--- src/rtl/pc_branch_ctrl.sv ---
// Purpose : program counter and branch control after the ALU; run/halt
//           sequencing, stored condition flag, writable jump-target table.
// Latency : start->busy, halt->done and jump/branch->prog_ctr are each 1 cycle.
// Backpressure: none; the program sequence is paced by start/halt only.
//
// Ports:
//   clk, reset              single rising-edge clock, async active-high reset
//   start                   level run request; must drop to leave DONE
//   halt, jump, branch      decoded control, honoured only in RUN
//   lut_idx                 target-table index for jump/branch
//   flag_we, alu_flag       capture ALU flag into flag_q (RUN only)
//   lut_we/waddr/wdata      synchronous target-table write, any state
//   prog_ctr, flag_q        registered PC and stored condition flag
//   busy, done              state == RUN / state == DONE
module pc_branch_ctrl #(
  parameter int              PC_W       = 10,
  parameter int              LUT_AW     = 4,
  parameter logic [PC_W-1:0] START_ADDR = '0
) (
  input  logic              clk,
  input  logic              reset,
  input  logic              start,
  input  logic              halt,
  input  logic              jump,
  input  logic              branch,
  input  logic [LUT_AW-1:0] lut_idx,
  input  logic              flag_we,
  input  logic              alu_flag,
  input  logic              lut_we,
  input  logic [LUT_AW-1:0] lut_waddr,
  input  logic [PC_W-1:0]   lut_wdata,
  output logic [PC_W-1:0]   prog_ctr,
  output logic              flag_q,
  output logic              busy,
  output logic              done
);

  localparam int LUT_DEPTH = 1 << LUT_AW;

  typedef enum logic [1:0] {
    ST_IDLE = 2'd0,
    ST_RUN  = 2'd1,
    ST_DONE = 2'd2
  } state_t;

  state_t          state_q;
  state_t          state_d;
  logic [PC_W-1:0] pc_d;
  logic            flag_d;
  logic [PC_W-1:0] lut_mem [LUT_DEPTH];
  logic [PC_W-1:0] lut_rd;
  logic            take_target;

  // ---------------------------------------------------------------------------
  // Branch-target table. Read is combinational; since the write lands on the
  // clock edge, a same-cycle write to the index being read is not visible
  // until the following cycle, so the old entry is returned.
  // ---------------------------------------------------------------------------
  always_ff @(posedge clk or posedge reset) begin
    if (reset) begin
      for (int i = 0; i < LUT_DEPTH; i++) begin
        lut_mem[i] <= '0;
      end
    end else if (lut_we) begin
      lut_mem[lut_waddr] <= lut_wdata;
    end
  end

  assign lut_rd = lut_mem[lut_idx];

  // A conditional branch tests the flag as it stands at the start of the
  // cycle, so a flag_we in the same cycle cannot influence it.
  assign take_target = jump || (branch && flag_q);

  // ---------------------------------------------------------------------------
  // State, PC and flag registers.
  // ---------------------------------------------------------------------------
  always_ff @(posedge clk or posedge reset) begin
    if (reset) begin
      state_q  <= ST_IDLE;
      prog_ctr <= START_ADDR;
      flag_q   <= 1'b0;
    end else begin
      state_q  <= state_d;
      prog_ctr <= pc_d;
      flag_q   <= flag_d;
    end
  end

  // ---------------------------------------------------------------------------
  // Next-state, next-PC and next-flag. Control inputs are only decoded in RUN.
  // Next-PC priority in RUN: halt (hold) > jump > taken branch > pc+1.
  // ---------------------------------------------------------------------------
  always_comb begin
    state_d = state_q;
    pc_d    = prog_ctr;
    flag_d  = flag_q;

    unique case (state_q)
      ST_IDLE: begin
        // PC parks at the start address so the first RUN cycle executes it.
        pc_d = START_ADDR;
        if (start) begin
          state_d = ST_RUN;
        end
      end

      ST_RUN: begin
        if (halt) begin
          // Freeze on the halt instruction's address.
          state_d = ST_DONE;
        end else if (take_target) begin
          pc_d = lut_rd;
        end else begin
          // Natural wrap modulo 2**PC_W; no overflow indication.
          pc_d = prog_ctr + PC_W'(1);
        end

        if (flag_we) begin
          flag_d = alu_flag;
        end
      end

      ST_DONE: begin
        // Holding start keeps us here; a new run needs start to drop first.
        if (!start) begin
          state_d = ST_IDLE;
          pc_d    = START_ADDR;
        end
      end

      default: begin
        state_d = ST_IDLE;
        pc_d    = START_ADDR;
      end
    endcase
  end

  assign busy = (state_q == ST_RUN);
  assign done = (state_q == ST_DONE);

endmodule

--- config.mk ---
export PLATFORM = sky130hd
export DESIGN_NAME = pc_branch_ctrl
export DESIGN_NICKNAME = d
export VERILOG_FILES = /design/src/rtl/pc_branch_ctrl.sv
export SDC_FILE = /design/constraint.sdc
export NUM_CORES = 1
export LEC_CHECK = 0
export ABC_CLOCK_PERIOD_IN_PS = 18500
export CORE_MARGIN = 1.5
export CORE_UTILIZATION = 60
export DETAILED_ROUTE_END_ITERATION = 10
export GPL_TIMING_DRIVEN = 0
export PLACE_DENSITY = 0.79
export SYNTH_ARGS = -nofsm -noshare
export SYNTH_HDL_FRONTEND = slang
export SYNTH_SLANG_ARGS = --single-unit
--- constraint.sdc ---
create_clock -name clk -period 18.5 [get_ports clk]
set_input_delay 4.625 -clock clk [delete_from_list [all_inputs] [get_ports clk]]
set_output_delay 4.625 -clock clk [all_outputs]
set_load 0.01 [all_outputs]
==> results by group <==
Flow run
  – Max Cap Viol: 0

CTS
  – CTS resizes: 0
  – H-tree level count: 4
  – Hold_buf cts: 0
  – Root buf cell: clkbuf_16
  – Post-CTS setup buffers: 0
  – TritonCTS Buffers: 17
  – Skew-Pair Late Insertion Delay: 0.43 ns
  – Deepest clock path buffer count: 2
  – CTS clk-pin slew, worst paths: 0.06 ns
  – CTS tree: yes
  – Clock Sink Count: 173

STA
  – Slew @ Worst Pin: 1.38 ns
  – Final hold slack: 0.485 ns
  – Final Hold Fails: 0
  – Final critical-path required period: 6.59 ns
  – Tcrit/Tclk final: 35.6%
  – RSZ-0062 raised after global routing: false
  – TNS Setup: 0 ns
  – Slew HR: 7.47%
  – Setup violators final: 0
  – Clock skew: 0.00484 ns
  – Fmax: 152 MHz
  – Count of final max-slew check failures: 0

Place
  – Post-DP HPWL: 12800 µm
  – Port-buffer cells: 34
  – RD Place Congestion: 0.913
  – Placed cell count: 777

Worst setup path
  – Reg2reg start: lut_mem[126]$_DFFE_PP0P_
  – Max FO, Critical Path: 10
  – Worst Path Required: 18.81 ns
  – Crit path kind: in2reg
  – CP Launch Point: lut_we
  – Reg2Reg Setup Slack: 16.62 ns
  – Worst setup SP type: input port
  – Critical R2R Capture: prog_ctr[6]$_DFFE_PP0P_
  – R2R cell count: 4
  – Endpoint type of the worst setup path: register
  – Worst Setup EP: lut_mem[84]$_DFFE_PP0P_
  – Worst EP arrival: 6.90 ns

Status
  – Status: completed

Die
  – Die Y: 120 µm
  – Initial core utilization: 61.7%
  – Top Ports: 40
  – FP Rows: 42
  – Core box area: 13300 µm²
  – Die width: 120 µm
  – Die ar.: 14400 µm²

Layout
  – Non-filler instance count after layout: 807
  – Fin nets: 649
  – Diode count: 0
  – Commonest non-fill, non-tap cell in the layout: dfrtp_1
  – Layout filler cell count: 893
  – Most frequent cells in the layout: dfrtp_1, mux2_2, clkdlybuf4s50_1
  – Area grow syn2layout: 13.8%
  – Share of cells above drive strength 1: 38.4%

Synth
  – Syn Nets: 594
  – Post-Synthesis Cells: 566
  – #FFs+latches synth: 173
  – Register area share after synthesis: 52.8%
  – Largest area contributor in the netlist: dfrtp_1
  – Post-synth top area share: 52.8%
  – Synth top area cells: dfrtp_1, mux2_2, mux4_2, mux4_1, mux2i_1
  – Mean area per synthesized cell: 14.5 µm²
  – Post-synth EDFFs: 0
  – Warnings from Yosys: 0
  – Most used flip-flop cell after synthesis: dfrtp_1
  – Yosys cell types: 49
  – Post-synth ARST share: 100%
  – Post-synthesis instance area: 8210 µm²

Global routing
  – First-pass GRT wire length: 31300 µm
  – Antenna violations before repair: 0
  – Largest net degree at the start of global routing: 131
  – Congestion Overflow GR: 0
  – GRT Total Usage: 29.8%
  – Vias in the first global route: 5485

Power
  – Power per Cell Area: 116 nW/µm²
  – Total power: 1.08 mW
  – P_leak: 4.03 nW
  – Worst vdd rail ir drop: 0.0708 mV

Route
  – Routed WL per cell: 24.6 µm
  – DR pass1 iterations: 6
  – DRT iter0 DRCs: 432
  – Post-Route WL: 19900 µm
  – DRC: 0
  – Vias per cell: 6.47
  – Antenna Nets Post-Route: 0
  – Via count: 5220

Min path
  – Hold Crit Class: reg2reg
report_power, final:
group	internal (mW)	leakage (nW)	switching (mW)
clock network	0.187	0.256	0.136
logic	0.137	1.63	0.0960
registers	0.469	2.14	0.0536
flip-flops by register name, indices dropped and copies added, names as in the netlist:
register and cells:
prog_ctr 10, flag_q 1, lut_mem 160, state_q 2
worst max-delay path, stage by stage:
cell and delay [ns]:
clkdlybuf4s50_1 0.51, nor2b_1 0.26, nand4_1 0.88, mux2_2 0.61
through the flow:
step / instance area, µm² / utilization, % / setup slack (ns)
6_report: 9340 / 70.2 / 11.91
3_3_place_gp: 8770 / 65.9 / 7.35
4_1_cts: 9320 / 70.1 / 11.94
3_5_place_dp: 8800 / 66.2 / 11.49
2_1_floorplan: 8210 / - / 9.19
5_1_grt: 9340 / 70.2 / 11.91
per-layer routing:
layer  wire [µm]  track usage (%)
met1        8710             42.3
met2        9550             46.4
met5           0                0
met4         421             11.8
met3        1190             4.99
layout make-up:
| class | instances | area [µm²] | share of cell area (%) |
|---|---|---|---|
| Buffer | 32 | 191 | 2.05 |
| Multi-Input combinational cell | 355 | 3660 | 39.2 |
| Clock buffer | 28 | 517 | 5.53 |
| Inverter | 6 | 30.0 | 0.322 |
| Sequential cell | 173 | 4330 | 46.4 |
| Clock inverter | 1 | 5.00 | 0.0536 |
| Tap cell | 176 | 220 | 2.36 |
| Timing Repair Buffer | 36 | 382 | 4.09 |
synthesized netlist by cell type (2+ instances only):
master,count
o21ai_0,9
a311oi_1,2
nand4_1,4
nand2b_1,4
nor3_1,2
buf_6,4
mux2_2,168
or3_1,2
a22oi_1,4
buf_2,11
nor2b_1,7
a21oi_1,6
nor2_1,18
a31oi_1,5
nor2_2,5
a311o_1,2
nand2_1,23
mux4_2,19
nor3_2,3
o211ai_1,2
mux2i_1,24
clkbuf_1,13
dfrtp_1,173
buf_4,3
nand3_1,10
o221ai_1,3
mux4_1,12
nor3b_1,2
inv_1,6
cells by family (layout without fill, tap and decap cells):
| group | after synthesis | count (layout) | share of synthesized area [%] |
|---|---|---|---|
| muxes | 224 | 224 | 35.2 |
| DFF | 173 | 173 | 52.8 |
| and+or+nand+nor | 83 | 83 | 5.18 |
| AOI/OAI and AO/OA | 45 | 45 | 3.92 |
| buffers and inverters | 38 | 103 | 2.61 |
| xor gates and xnor gates | 2 | 2 | 0.213 |
| adders and majority gates | 1 | 1 | 0.152 |
worst min-delay path by stage:
stage,startpoint,slack (ns),depth (start not counted),end
finish,lut_mem[110]$_DFFE_PP0P_,0.49,1,lut_mem[110]$_DFFE_PP0P_
global placement,lut_mem[110]$_DFFE_PP0P_,0.47,1,lut_mem[110]$_DFFE_PP0P_
CTS,lut_mem[110]$_DFFE_PP0P_,0.49,1,lut_mem[110]$_DFFE_PP0P_
global route,lut_mem[110]$_DFFE_PP0P_,0.50,1,lut_mem[110]$_DFFE_PP0P_
detailed placement,lut_mem[110]$_DFFE_PP0P_,0.48,1,lut_mem[110]$_DFFE_PP0P_
floorplan,lut_mem[110]$_DFFE_PP0P_,0.46,1,lut_mem[110]$_DFFE_PP0P_
No activity file was read; power rests on OpenSTA's default activity.
